$ cat src/rtl/image_ram_writer_pkg.sv
// Shared image geometry and writer state encoding. The display-side locator
// uses the same geometry constants, so pixels written here line up with its reads.
package image_ram_writer_pkg;

   localparam int IMG_W     = 100;  // product image width in pixels
   localparam int IMG_H     = 100;  // product image height in pixels
   localparam int IMG_NUM   = 12;   // valid image slots 0..IMG_NUM-1
   localparam int ADDR_W    = 17;   // image RAM address width
   localparam int PIX_CNT_W = 14;   // enough to count one image's pixels

   // Writer FSM states
   typedef enum logic [1:0] {
      ST_IDLE  = 2'd0,
      ST_LOAD  = 2'd1,
      ST_FLUSH = 2'd2,
      ST_DONE  = 2'd3
   } wr_state_t;

endpackage

$ cat src/rtl/image_ram_writer_rgb_byte_packer.sv
// Collects R,G,B bytes into one pixel. The pixel is presented for exactly one
// cycle, the cycle after its blue byte is accepted. A clear drops any partial
// pixel and takes priority over a byte offered in the same cycle.
module rgb_byte_packer #(
   parameter int R_WIDTH = 8,
   parameter int G_WIDTH = 8,
   parameter int B_WIDTH = 8
) (
   input  logic                                 CLK,
   input  logic                                 RST_N,
   input  logic                                 i_clear,
   input  logic                                 i_byte_valid,
   input  logic [7:0]                           i_byte,
   output logic                                 o_b_accept,
   output logic                                 o_pixel_valid,
   output logic [R_WIDTH+G_WIDTH+B_WIDTH-1:0]   o_pixel
);

   logic [1:0]                          r_phase;
   logic [R_WIDTH-1:0]                  r_red;
   logic [G_WIDTH-1:0]                  r_green;
   logic [R_WIDTH+G_WIDTH+B_WIDTH-1:0]  r_pixel;
   logic                                r_pixel_valid;
   logic                                w_take;

   assign w_take        = i_byte_valid && !i_clear;
   assign o_b_accept    = w_take && (r_phase == 2'd2);
   assign o_pixel_valid = r_pixel_valid;
   assign o_pixel       = r_pixel;

   // Byte phase: 0=R, 1=G, 2=B, wrapping back to R
   always_ff @(posedge CLK or negedge RST_N) begin
      if (!RST_N) begin
         r_phase <= 2'd0;
      end else if (i_clear) begin
         r_phase <= 2'd0;
      end else if (i_byte_valid) begin
         r_phase <= (r_phase == 2'd2) ? 2'd0 : r_phase + 2'd1;
      end
   end

   // Hold red and green until the blue byte completes the pixel
   always_ff @(posedge CLK or negedge RST_N) begin
      if (!RST_N) begin
         r_red   <= '0;
         r_green <= '0;
      end else if (i_clear) begin
         r_red   <= '0;
         r_green <= '0;
      end else if (w_take) begin
         if (r_phase == 2'd0) r_red   <= i_byte[R_WIDTH-1:0];
         if (r_phase == 2'd1) r_green <= i_byte[G_WIDTH-1:0];
      end
   end

   // Assembled pixel; the data register holds its value between pixels
   always_ff @(posedge CLK or negedge RST_N) begin
      if (!RST_N) begin
         r_pixel_valid <= 1'b0;
         r_pixel       <= '0;
      end else begin
         r_pixel_valid <= o_b_accept;
         if (o_b_accept) r_pixel <= {r_red, r_green, i_byte[B_WIDTH-1:0]};
      end
   end

endmodule

$ cat src/rtl/image_ram_writer.sv
// Writes one streamed 100x100 RGB product image into the image RAM at
// ImageID*W*H + y*W + x, the layout the display path reads back.
//
// Byte handshake: a byte moves only in a cycle where rx_valid and rx_ready are
// both high; while rx_ready is low the source must hold rx_data and rx_valid.
// rx_ready depends on state only, never on rx_valid.
module image_ram_writer
   import image_ram_writer_pkg::*;
#(
   parameter int R_WIDTH            = 8,
   parameter int G_WIDTH            = 8,
   parameter int B_WIDTH            = 8,
   parameter int ROM_ADDR_BUS_WIDTH = ADDR_W,
   parameter int PRDCT_PIC_WIDTH    = IMG_W,
   parameter int PRDCT_PIC_HEIGHT   = IMG_H,
   parameter int NUM_IMAGES         = IMG_NUM
) (
   input  logic                                 CLK,
   input  logic                                 RST_N,
   input  logic                                 start,
   input  logic [3:0]                           image_id,
   input  logic                                 abort,
   input  logic [7:0]                           rx_data,
   input  logic                                 rx_valid,
   output logic                                 rx_ready,
   output logic [ROM_ADDR_BUS_WIDTH-1:0]        ram_addr,
   output logic [R_WIDTH+G_WIDTH+B_WIDTH-1:0]   ram_data,
   output logic                                 ram_we,
   output logic                                 busy,
   output logic                                 done,
   output logic                                 error,
   output logic [1:0]                           dbg_state
);

   localparam int PIX_PER_IMG = PRDCT_PIC_WIDTH * PRDCT_PIC_HEIGHT;
   localparam int PIX_W       = R_WIDTH + G_WIDTH + B_WIDTH;
   localparam logic [PIX_CNT_W-1:0]          LAST_PIX   = PIX_CNT_W'(PIX_PER_IMG - 1);
   localparam logic [ROM_ADDR_BUS_WIDTH-1:0] IMG_STRIDE = ROM_ADDR_BUS_WIDTH'(PIX_PER_IMG);

   wr_state_t                     r_state;
   wr_state_t                     w_next_state;
   logic [ROM_ADDR_BUS_WIDTH-1:0] r_base;
   logic [ROM_ADDR_BUS_WIDTH-1:0] r_addr;
   logic [PIX_CNT_W-1:0]          r_pix_cnt;
   logic                          r_error;

   logic                          w_id_ok;
   logic                          w_load_go;
   logic                          w_bad_start;
   logic                          w_abort_load;
   logic                          w_rx_ready;
   logic                          w_busy;
   logic                          w_done;
   logic                          w_accept;
   logic                          w_clear;
   logic                          w_b_accept;
   logic                          w_last_pix;
   logic                          w_pix_valid;
   logic [PIX_W-1:0]              w_pixel;

   // Start is only honoured from IDLE; a start during a load is ignored outright
   assign w_id_ok      = int'(image_id) < NUM_IMAGES;
   assign w_load_go    = (r_state == ST_IDLE) && start && w_id_ok;
   assign w_bad_start  = (r_state == ST_IDLE) && start && !w_id_ok;

   assign w_rx_ready   = (r_state == ST_LOAD);
   assign w_busy       = (r_state == ST_LOAD) || (r_state == ST_FLUSH);
   assign w_done       = (r_state == ST_DONE);
   assign w_abort_load = abort && w_busy;
   assign w_accept     = rx_valid && w_rx_ready;
   assign w_clear      = w_load_go || w_abort_load;
   assign w_last_pix   = w_b_accept && (r_pix_cnt == LAST_PIX);

   rgb_byte_packer #(
      .R_WIDTH (R_WIDTH),
      .G_WIDTH (G_WIDTH),
      .B_WIDTH (B_WIDTH)
   ) u_packer (
      .CLK           (CLK),
      .RST_N         (RST_N),
      .i_clear       (w_clear),
      .i_byte_valid  (w_accept),
      .i_byte        (rx_data),
      .o_b_accept    (w_b_accept),
      .o_pixel_valid (w_pix_valid),
      .o_pixel       (w_pixel)
   );

   // FSM state register
   always_ff @(posedge CLK or negedge RST_N) begin
      if (!RST_N) r_state <= ST_IDLE;
      else        r_state <= w_next_state;
   end

   // FSM next state; FLUSH exists so the last pixel's write lands before DONE
   always_comb begin
      w_next_state = r_state;
      case (r_state)
         ST_IDLE:  if (w_load_go) w_next_state = ST_LOAD;
         ST_LOAD: begin
            if (abort)           w_next_state = ST_IDLE;
            else if (w_last_pix) w_next_state = ST_FLUSH;
         end
         ST_FLUSH: w_next_state = abort ? ST_IDLE : ST_DONE;
         ST_DONE:  w_next_state = ST_IDLE;
         default:  w_next_state = ST_IDLE;
      endcase
   end

   // Image base captured at start; pixel counter advances with each blue byte
   always_ff @(posedge CLK or negedge RST_N) begin
      if (!RST_N) begin
         r_base    <= '0;
         r_pix_cnt <= '0;
      end else if (w_load_go) begin
         r_base    <= ROM_ADDR_BUS_WIDTH'(image_id) * IMG_STRIDE;
         r_pix_cnt <= '0;
      end else if (w_b_accept) begin
         r_pix_cnt <= r_pix_cnt + 1'b1;
      end
   end

   // Write address formed alongside the pixel so both appear on the same cycle
   always_ff @(posedge CLK or negedge RST_N) begin
      if (!RST_N)          r_addr <= '0;
      else if (w_b_accept) r_addr <= r_base + ROM_ADDR_BUS_WIDTH'(r_pix_cnt);
   end

   // Sticky error: set by an out-of-range start, cleared by the next good one
   always_ff @(posedge CLK or negedge RST_N) begin
      if (!RST_N)           r_error <= 1'b0;
      else if (w_bad_start) r_error <= 1'b1;
      else if (w_load_go)   r_error <= 1'b0;
   end

   assign rx_ready  = w_rx_ready;
   assign busy      = w_busy;
   assign done      = w_done;
   assign error     = r_error;
   assign ram_we    = w_pix_valid;
   assign ram_data  = w_pixel;
   assign ram_addr  = r_addr;
   assign dbg_state = r_state;

endmodule

$ cat config.mk
export PLATFORM = sky130hd
export DESIGN_NAME = image_ram_writer
export DESIGN_NICKNAME = d
export VERILOG_FILES = /design/src/rtl/image_ram_writer_pkg.sv /design/src/rtl/image_ram_writer_rgb_byte_packer.sv /design/src/rtl/image_ram_writer.sv
export SDC_FILE = /design/constraint.sdc
export NUM_CORES = 1
export LEC_CHECK = 0
export ABC_CLOCK_PERIOD_IN_PS = 2890
export BUFFER_PORTS_ARGS = -buffer_cell sky130_fd_sc_hd__buf_2
export CORE_MARGIN = 4
export CORE_UTILIZATION = 54
export CTS_BUF_LIST = sky130_fd_sc_hd__clkbuf_8
export DETAILED_ROUTE_END_ITERATION = 10
export MAX_ROUTING_LAYER = met4
export PLACE_DENSITY_LB_ADDON = 0.05
export SYNTH_ARGS = -nofsm -noshare
export SYNTH_HDL_FRONTEND = slang
export SYNTH_HIERARCHICAL = 1
export SYNTH_SLANG_ARGS = --single-unit
$ cat constraint.sdc
create_clock -name CLK -period 2.89 [get_ports CLK]
set_input_delay 0.7225 -clock CLK [delete_from_list [all_inputs] [get_ports CLK]]
set_output_delay 0.7225 -clock CLK [all_outputs]
set_load 0.02 [all_outputs]
==> summary.txt, run 1 <==
initial antenna violation count: 0
Req. time, crit path: 3140 ps
worst vdd ir: 571 uV
CP max FO: 2
endpoints failing setup: 0
fin worst setup slack: 280 ps
Final Hold Vio Count: 0
Total GRT Usage: 0.193
Area after DPL: 0.00526 mm^2
worst slack at placement: -104 ps
leakage power: 2.89 nW
Max-Cap Viols: 0
detailed-route DRC error count: 0
largest net degree at the start of global routing: 51
Die Area: 0.0103 mm^2
core area: 0.00834 mm^2
clock sink total: 89
Post-CTS Resized: 0
Startpoint Class: input pin
YS warnings: 6
most common cell after layout, fill and taps aside: dfrtp_1
fmax: 383 MHz
relative slew slack: 0.581
total CTS buffers: 9
CP max stage cell: fa_1
first-pass GRT wire length: 15.3 mm
Initial DRC Count: 99
Die Wd: 101 um
Final Skew: 10.0 ps
Bufs and invs on worst path: 3
syn avg cell area: 11.7 um^2
Initial Util: 0.566
CP Cell Sequence: buf_2 -> inv_1 -> fa_1 -> inv_1 -> ha_4 -> fa_2 -> a21o_1 -> a21oi_2 -> o21bai_1 -> mux2_2 -> o311ai_0
Clock Latency Late Sink: 360 ps
RSZ-0062 raised after global routing: no
commonest cells after routing, fill and taps aside: dfrtp_1, buf_2, nand2_1
Post-synth EDFFs: 0
cts hold-fix bufs: 0
Root Driver: clkbuf_8
Cells after DPL: 573
critical path arrival: 2860 ps
fin nets: 529
fin crit share: 0.903
post-synthesis async set-or-reset flop share: 1.00
cell repeated most along the worst path: inv_1
I/O pins: 65
Setup Fix Bufs, Post-CTS: 0
Worst-Margin Slew: 627 ps
Chip Height: 101 um
max incr delay on CP: 530 ps
register bit total from synthesis: 89
share of post-route cells with drive strength above 1: 0.316
Mapped Area: 0.00472 mm^2
CTS tree: built
Primary FF master, synth: dfrtp_1
total gr overflow: 0
hpwl dp: 6.50 mm
Pwr Density: 787 mW/mm^2
pins over their slew limit: 0
Worst Setup End Kind: register
vias per std cell: 5.33
via count of the first global-routing pass: 3165
drt total wl: 8.91 mm
GP Congestion: 0.861
Yosys cell types: 52
HP Class: input pin to asynchronous set/reset pin
Antenna diodes: 0
drt wl/cell: 15.1 um
cell count after synthesis: 405
Vias: 3140
WHS: 332 ps
drt pass-1 iters: 4
Design Area, Final: 0.00544 mm^2
Mapped Nets: 455
CP delay by family, top: adder cells
H-Tree Depth: 3
CTS clk-pin slew, worst paths: 90 ps
post-route ant nets: 0
number of port buffers: 64
outcome: finished clean
Period minus WS final: 2610 ps
FP Rows: 33
Max Root-Sink Buffers: 2
Crit Path Category: input pin to register
Syn-to-layout area delta: 15.3%
total power draw: 0.00428 W
Cell Count, Final, Fillers Out: 589
sequential area share after synthesis: 0.472
## cell usage after synthesis (all sizes together), types with 2 or more instances
cell / number / area share
mux2: 38 / 0.11
o21a: 2 / 0.0032
nor2: 19 / 0.015
o21bai: 2 / 0.0032
a21oi: 12 / 0.014
o21ai: 10 / 0.011
a21o: 11 / 0.018
inv: 13 / 0.010
nand2b: 27 / 0.036
a31oi: 2 / 0.0027
mux2i: 20 / 0.042
nand2: 36 / 0.029
or2: 2 / 0.0027
and3: 4 / 0.0056
dfrtp: 89 / 0.47
xnor2: 12 / 0.022
o2111a: 2 / 0.0048
or3: 2 / 0.0027
fa: 4 / 0.017
buf: 8 / 0.014
and2: 2 / 0.0027
nand4: 6 / 0.0080
ha: 29 / 0.077
xor2: 10 / 0.019
nor3: 8 / 0.0085
nand3: 5 / 0.0053
clkbuf: 10 / 0.0080
## registers in the layout (all words and copies together) (netlist names)
register,flops
u_packer/r_green,8
error,1
ram_addr,17
u_packer/o_pixel,24
r_pix_cnt,14
u_packer/r_phase,2
u_packer/r_red,8
dbg_state,2
r_base,12
u_packer/o_pixel_valid,1
## metal layers
metal | wire length, um | global-route usage | vias up
met5 | 0 | - | -
li1 | - | - | 1568
met1 | 4650 | 0.289 | 1504
met4 | 97 | 0.0521 | 0
met3 | 355 | 0.0372 | 9
met2 | 3810 | 0.270 | 59
## worst paths after layout
check                                  endpoint  cells past startpoint  slack [ps]         start
max                                  r_base[16]                     11         280   image_id[1]
min                                ram_addr[12]                      1         330         RST_N
max reg2reg                        dbg_state[0]                     11         480  dbg_state[0]
min reg2reg                          r_base[11]                      2         500    r_base[11]
max in group asynchronous  u_packer/o_pixel[16]                      2        1920         RST_N
min in group CLK                     r_base[11]                      2         500    r_base[11]
## where the power goes
part	switching (W)	internal, W	leakage, nW
clock	0.000481	0.000331	0.0940
combinational	0.000919	0.000740	1.59
sequential	0.000232	0.00158	1.21
## cell type report
class	count	area, um^2
Tap cell	105	131
Sequential cell	89	2230
Multi-Input combinational cell	285	2370
Clock buffer	9	124
Clock inverter	7	61.3
Timing Repair Buffer	81	475
Inverter	13	48.8
Fill cell	716	2900
## cell families after synthesis
family                     synth area share
and+or+nand+nor                       0.125
DFF                                   0.472
muxes                                 0.148
AOI/OAI and AO/OA                    0.0878
adders and majority gates            0.0939
buffers and inverters                0.0321
xor gates and xnor gates             0.0408
## per-stage QoR
step,utilization,TNS [ps]
2_1_floorplan,-,0
3_3_place_gp,0.630,-63.4
3_5_place_dp,0.630,-128
4_1_cts,0.652,0
5_1_grt,0.652,0
6_report,0.652,0
Note: power is estimated with default switching activity, not from simulation.
==> run 2: changes to the inputs <==
--- a/config.mk
+++ b/config.mk
@@ -8,9 +8,10 @@
 export ABC_CLOCK_PERIOD_IN_PS = 2890
 export BUFFER_PORTS_ARGS = -buffer_cell sky130_fd_sc_hd__buf_2
 export CORE_MARGIN = 4
-export CORE_UTILIZATION = 54
+export CORE_UTILIZATION = 40
 export CTS_BUF_LIST = sky130_fd_sc_hd__clkbuf_8
 export DETAILED_ROUTE_END_ITERATION = 10
+export HOLD_SLACK_MARGIN = 0.02
 export MAX_ROUTING_LAYER = met4
 export PLACE_DENSITY_LB_ADDON = 0.05
 export SYNTH_ARGS = -nofsm -noshare
==> run 2 against run 1 <==
  * Final cell count rose by 7.0%
  * Die area up 32%
  * Final area rose by 1.8%
  * Critical path depth stayed put
  * Setup slack improved by 24 ps
  * Flip-flop and latch count unchanged
  * Non-clock buffer count up 3
  * Sequential power barely moved
  * Sequential share of layout area is 0.73 points lower
  * Power grew 2.5%
  * Largest power group unchanged
==> summary.txt, run 2 (synthesis results as in run 1) <==
Total GRT Usage: 0.157 (-0.0366)
Final Skew: 14.2 ps (+4.21 ps)
clock network fraction of design power: 0.207 (+0.017)
Max Root-Sink Buffers: 2 (unchanged)
Final TNS setup: 0 ps (unchanged)
FP Rows: 39 (+18%)
Crit Path Category: input pin to register
I/O pins: 65 (unchanged)
Fill cells: 1051 (+47%)
Vias: 3141 (+0.032%)
worst vdd ir: 533 uV (-6.6%)
cts hold-fix bufs: 0 (unchanged)
CTS tree: built
Bufs and invs on worst path: 3 (unchanged)
Antenna diodes: 0 (unchanged)
share of post-route cells with drive strength above 1: 0.322 (+0.00627)
outcome: finished clean
WHS: 283 ps (-49.6 ps)
Worst-Margin Slew: 653 ps (+26.0 ps)
total gr overflow: 0 (unchanged)
Max-Cap Viols: 0 (unchanged)
Setup Fix Bufs, Post-CTS: 0 (unchanged)
total net switching power: 0.00163 W (+0.16%)
hpwl dp: 7.12 mm (+9.5%)
CP max FO: 4 (+2)
H-Tree Depth: 3 (unchanged)
relative slew slack: 0.564 (-0.0174)
via count of the first global-routing pass: 3209 (+1.4%)
Worst Setup End Kind: register
drt total wl: 9.64 mm (+8.1%)
Post-CTS Resized: 0 (unchanged)
Switching Share: 0.372 (-0.00884)
CP max stage cell: fa_1
final core occ: 0.483 (-0.169)
HP Class: input pin to asynchronous set/reset pin
GP Congestion: 0.834 (-3.1%)
first-pass GRT wire length: 16.1 mm (+4.8%)
Final Hold Vio Count: 0 (unchanged)
CP Cell Sequence: buf_2 -> inv_1 -> fa_1 -> inv_1 -> ha_4 -> fa_2 -> a21o_1 -> a21oi_2 -> o21bai_1 -> mux2_2 -> o311ai_0
fin crit share: 0.895 (-0.00821)
RSZ-0062 raised after global routing: no
Root Driver: clkbuf_8
Initial Util: 0.411 (-0.154)
CTS clk-pin slew, worst paths: 90 ps (about the same)
total CTS buffers: 9 (unchanged)
Clock Latency Late Sink: 360 ps (about the same)
vias per std cell: 4.99 (-6.5%)
Gate power share: 0.381 (-0.006)
fmax: 387 MHz (+0.92%)
Chip Height: 117 um (+15%)
detailed-route DRC error count: 0 (unchanged)
number of port buffers: 64 (unchanged)
core area: 0.0115 mm^2 (+37%)
Pwr Density: 792 mW/mm^2 (+0.71%)
pins over their slew limit: 0 (unchanged)
CP delay by family, top: adder cells
max incr delay on CP: 500 ps (-30 ps)
fin nets: 532 (+0.57%)
Die Wd: 117 um (+15%)
cell repeated most along the worst path: inv_1
initial antenna violation count: 0 (unchanged)
commonest cells after routing, fill and taps aside: dfrtp_1, buf_2, nand2_1
critical path arrival: 2840 ps (-20 ps)
drt pass-1 iters: 4 (unchanged)
largest net degree at the start of global routing: 47 (-7.8%)
Internal: 0.00275 W (+4.0%)
Period minus WS final: 2590 ps (-23.7 ps)
max reg flops: 24 (unchanged)
Cell Count, Final, Fillers Out: 630 (+7.0%)
Startpoint Class: input pin
Die Area: 0.0136 mm^2 (+32%)
Req. time, crit path: 3150 ps (about the same)
clock sink total: 89 (unchanged)
Initial DRC Count: 109 (+10%)
endpoints failing setup: 0 (unchanged)
Syn-to-layout area delta: 17.4%
drt wl/cell: 15.3 um (+1.1%)
post-route ant nets: 0 (unchanged)
Cells after DPL: 614 (+7.2%)
leakage power: 2.91 nW (+0.83%)
Sequential Power Share: 0.411 (-0.012)
most common cell after layout, fill and taps aside: dfrtp_1
==> run 2: changes by cell type in the layout (fill, tap and decap cells not counted), sizes merged <==
cell	delta
buf	+3
bufinv	+1
clkbuf	+1
clkinv	-2
clkinvlp	+1
inv	-1
==> run 2: metal layers <==
metal | global-route usage | routed length [um]
met2 | 0.227 | 4280
met1 | 0.221 | 4930
met3 | 0.0280 | 284
met4 | 0.0550 | 140
met5 | - | 0
==> run 2: area by class of cell <==
class | count | area, um^2 | share of cell area
clock inverters | 6 | 71.3 | 0.0129
repair buffers | 84 | 498 | 0.0899
inverters | 13 | 48.8 | 0.00881
multi-input cells | 285 | 2380 | 0.429
well taps | 143 | 179 | 0.0323
flip-flops and latches | 89 | 2230 | 0.402
clock buffers | 10 | 138 | 0.0248
==> run 2: worst paths after layout <==
kind / from / to / slack, ps / cells after the start
max reg2reg: dbg_state[0] / dbg_state[1] / 320 / 11
max: image_id[2] / r_base[16] / 300 / 11
min in group CLK: ram_addr[15] / ram_addr[15] / 480 / 2
max in group asynchronous: RST_N / u_packer/o_pixel[21] / 2030 / 2
min reg2reg: ram_addr[15] / ram_addr[15] / 480 / 2
min: RST_N / ram_addr[12] / 280 / 1
==> run 2: metrics by stage <==
stage                     total power, W  instance area [um^2]  worst slack (ps)
after detailed placement         0.00353                  5330             -91.3
after global routing             0.00472                  5540               135
after global placement           0.00350                  5330             -59.3
final                            0.00439                  5540               304
after floorplan                  0.00300                  4750              2.64
after CTS                        0.00446                  5540               314
==> run 2: power groups by stage <==
stage | sequential (W) | clock (W) | combinational (W)
after floorplan | 0.00198 | 0 | 0.00102
after global placement | 0.00182 | 0 | 0.00168
after detailed placement | 0.00183 | 0 | 0.00170
after CTS | 0.00181 | 0.000948 | 0.00170
after global routing | 0.00186 | 0.000996 | 0.00186
final | 0.00180 | 0.000911 | 0.00167
==> run 3: changes to the inputs <==
--- a/config.mk
+++ b/config.mk
@@ -12,7 +12,6 @@
 export CTS_BUF_LIST = sky130_fd_sc_hd__clkbuf_8
 export DETAILED_ROUTE_END_ITERATION = 10
 export HOLD_SLACK_MARGIN = 0.02
-export MAX_ROUTING_LAYER = met4
 export PLACE_DENSITY_LB_ADDON = 0.05
 export SYNTH_ARGS = -nofsm -noshare
 export SYNTH_HDL_FRONTEND = slang
==> run 3 against run 2 <==
  * Flip-flop and latch count stayed put
  * Core utilization stayed put
  * Largest power group unchanged
  * Maximum frequency hardly changed
  * Clock skew is 1.6 ps lower
  * Highest routed layer unchanged
  * Register-to-register slack hardly changed
  * Combinational power hardly changed
  * Wire length hardly changed
  * Critical path type unchanged
==> summary.txt, run 3 (synthesis results as in run 1) <==
CP Cell Sequence: buf_2 -> inv_1 -> fa_1 -> inv_1 -> ha_4 -> fa_2 -> a21o_1 -> a21oi_2 -> o21bai_1 -> mux2_2 -> o311ai_0
CTS clk-pin slew, worst paths: 90 ps (about the same)
I/O pins: 65 (unchanged)
HP Class: input pin to asynchronous set/reset pin
clock sink total: 89 (unchanged)
leakage power: 2.91 nW (unchanged)
max reg flops: 24 (unchanged)
most common cell after layout, fill and taps aside: dfrtp_1
drt wl/cell: 15.3 um (about the same)
Clock Latency Late Sink: 360 ps (about the same)
Initial Util: 0.411 (unchanged)
relative slew slack: 0.563 (about the same)
RSZ-0062 raised after global routing: no
pins over their slew limit: 0 (unchanged)
vias per std cell: 4.98 (-0.16%)
GR Util met2: 0.227 (unchanged)
detailed-route DRC error count: 0 (unchanged)
cell repeated most along the worst path: inv_1
Post-CTS Resized: 0 (unchanged)
GP Congestion: 0.822 (-1.5%)
WHS: 281 ps (-1.26 ps)
Cell Count, Final, Fillers Out: 630 (unchanged)
critical path arrival: 2850 ps (about the same)
fin crit share: 0.894 (about the same)
commonest cells after routing, fill and taps aside: dfrtp_1, buf_2, nand2_1
fmax: 387 MHz (about the same)
max incr delay on CP: 500 ps (about the same)
FP Rows: 39 (unchanged)
Worst Setup End Kind: register
M3 GR Usage: 0.0316 (+0.00363)
Period minus WS final: 2580 ps (-1.03 ps)
Die Area: 0.0136 mm^2 (unchanged)
Final Skew: 12.7 ps (-1.55 ps)
total power draw: 0.00439 W (about the same)
endpoints failing setup: 0 (unchanged)
Die Wd: 117 um (unchanged)
Vias: 3136 (-0.16%)
number of port buffers: 64 (unchanged)
Fill cells: 1051 (unchanged)
initial antenna violation count: 0 (unchanged)
Total GRT Usage: 0.152 (-0.00450)
Cells after DPL: 614 (unchanged)
H-Tree Depth: 3 (unchanged)
Antenna diodes: 0 (unchanged)
hpwl dp: 7.12 mm (unchanged)
Req. time, crit path: 3150 ps (about the same)
largest net degree at the start of global routing: 47 (unchanged)
Root Driver: clkbuf_8
Final Hold Vio Count: 0 (unchanged)
fin nets: 532 (unchanged)
Worst-Margin Slew: 653 ps (+0.167 ps)
Startpoint Class: input pin
Chip Height: 117 um (unchanged)
GR Util met1: 0.220 (-0.00197)
first-pass GRT wire length: 16.1 mm (unchanged)
cts hold-fix bufs: 0 (unchanged)
CP max FO: 4 (unchanged)
drt pass-1 iters: 4 (unchanged)
total CTS buffers: 9 (unchanged)
outcome: finished clean
Top Usage Layer GRT: met2
drt total wl: 9.63 mm (about the same)
worst vdd ir: 535 uV (+0.27%)
total gr overflow: 0 (unchanged)
via count of the first global-routing pass: 3212 (+0.093%)
Initial DRC Count: 106 (-2.8%)
Syn-to-layout area delta: 17.4% (unchanged)
Area after DPL: 0.00533 mm^2 (unchanged)
Pwr Density: 792 mW/mm^2 (about the same)
CP max stage cell: fa_1
CTS tree: built
CP delay by family, top: adder cells
Max Root-Sink Buffers: 2 (unchanged)
Crit Path Category: input pin to register
Setup Fix Bufs, Post-CTS: 0 (unchanged)
share of post-route cells with drive strength above 1: 0.322 (unchanged)
Design Area, Final: 0.00554 mm^2 (unchanged)
Max-Cap Viols: 0 (unchanged)
post-route ant nets: 0 (unchanged)
core area: 0.0115 mm^2 (unchanged)
Bufs and invs on worst path: 3 (unchanged)
## run 3: per-layer routing
layer | up-vias | share of wire
met1 | 1501 | 0.51
met4 | 0 | 0.015
met2 | 50 | 0.44
met3 | 10 | 0.032
li1 | 1575 | -
met5 | - | 0
## run 3: power breakdown
| part | internal [W] | switching [W] | leakage [nW] | total (W) |
|---|---|---|---|---|
| clock network | 0.000432 | 0.000474 | 0.0999 | 0.000906 |
| logic | 0.000745 | 0.000930 | 1.61 | 0.00167 |
| registers | 0.00158 | 0.000227 | 1.21 | 0.00181 |
## run 3: per-stage QoR
stage / utilization / worst slack (ps) / TNS (ps)
2_1_floorplan: - / 2.64 / 0
3_3_place_gp: 0.465 / -59.3 / -68.7
3_5_place_dp: 0.465 / -91.3 / -153
4_1_cts: 0.483 / 314 / 0
5_1_grt: 0.483 / 135 / 0
6_report: 0.483 / 305 / 0
## run 3: path summary, 6_finish.rpt
check	startpoint	to	slack (ps)	cells past startpoint
max	image_id[2]	r_base[16]	310	11
min	RST_N	ram_addr[12]	280	1
max reg2reg	dbg_state[0]	dbg_state[1]	320	11
min reg2reg	ram_addr[15]	ram_addr[15]	480	2
max in group asynchronous	RST_N	u_packer/o_pixel[9]	2030	2
min in group CLK	ram_addr[15]	ram_addr[15]	480	2
## run 3: final cells by class
cell class              instances  area (um^2)  area share
clock inverters                 6         71.3      0.0129
clock buffers                  10          138      0.0248
flip-flops and latches         89         2230       0.402
multi-input cells             285         2380       0.429
inverters                      13         48.8     0.00881
well taps                     143          179      0.0323
repair buffers                 84          498      0.0899
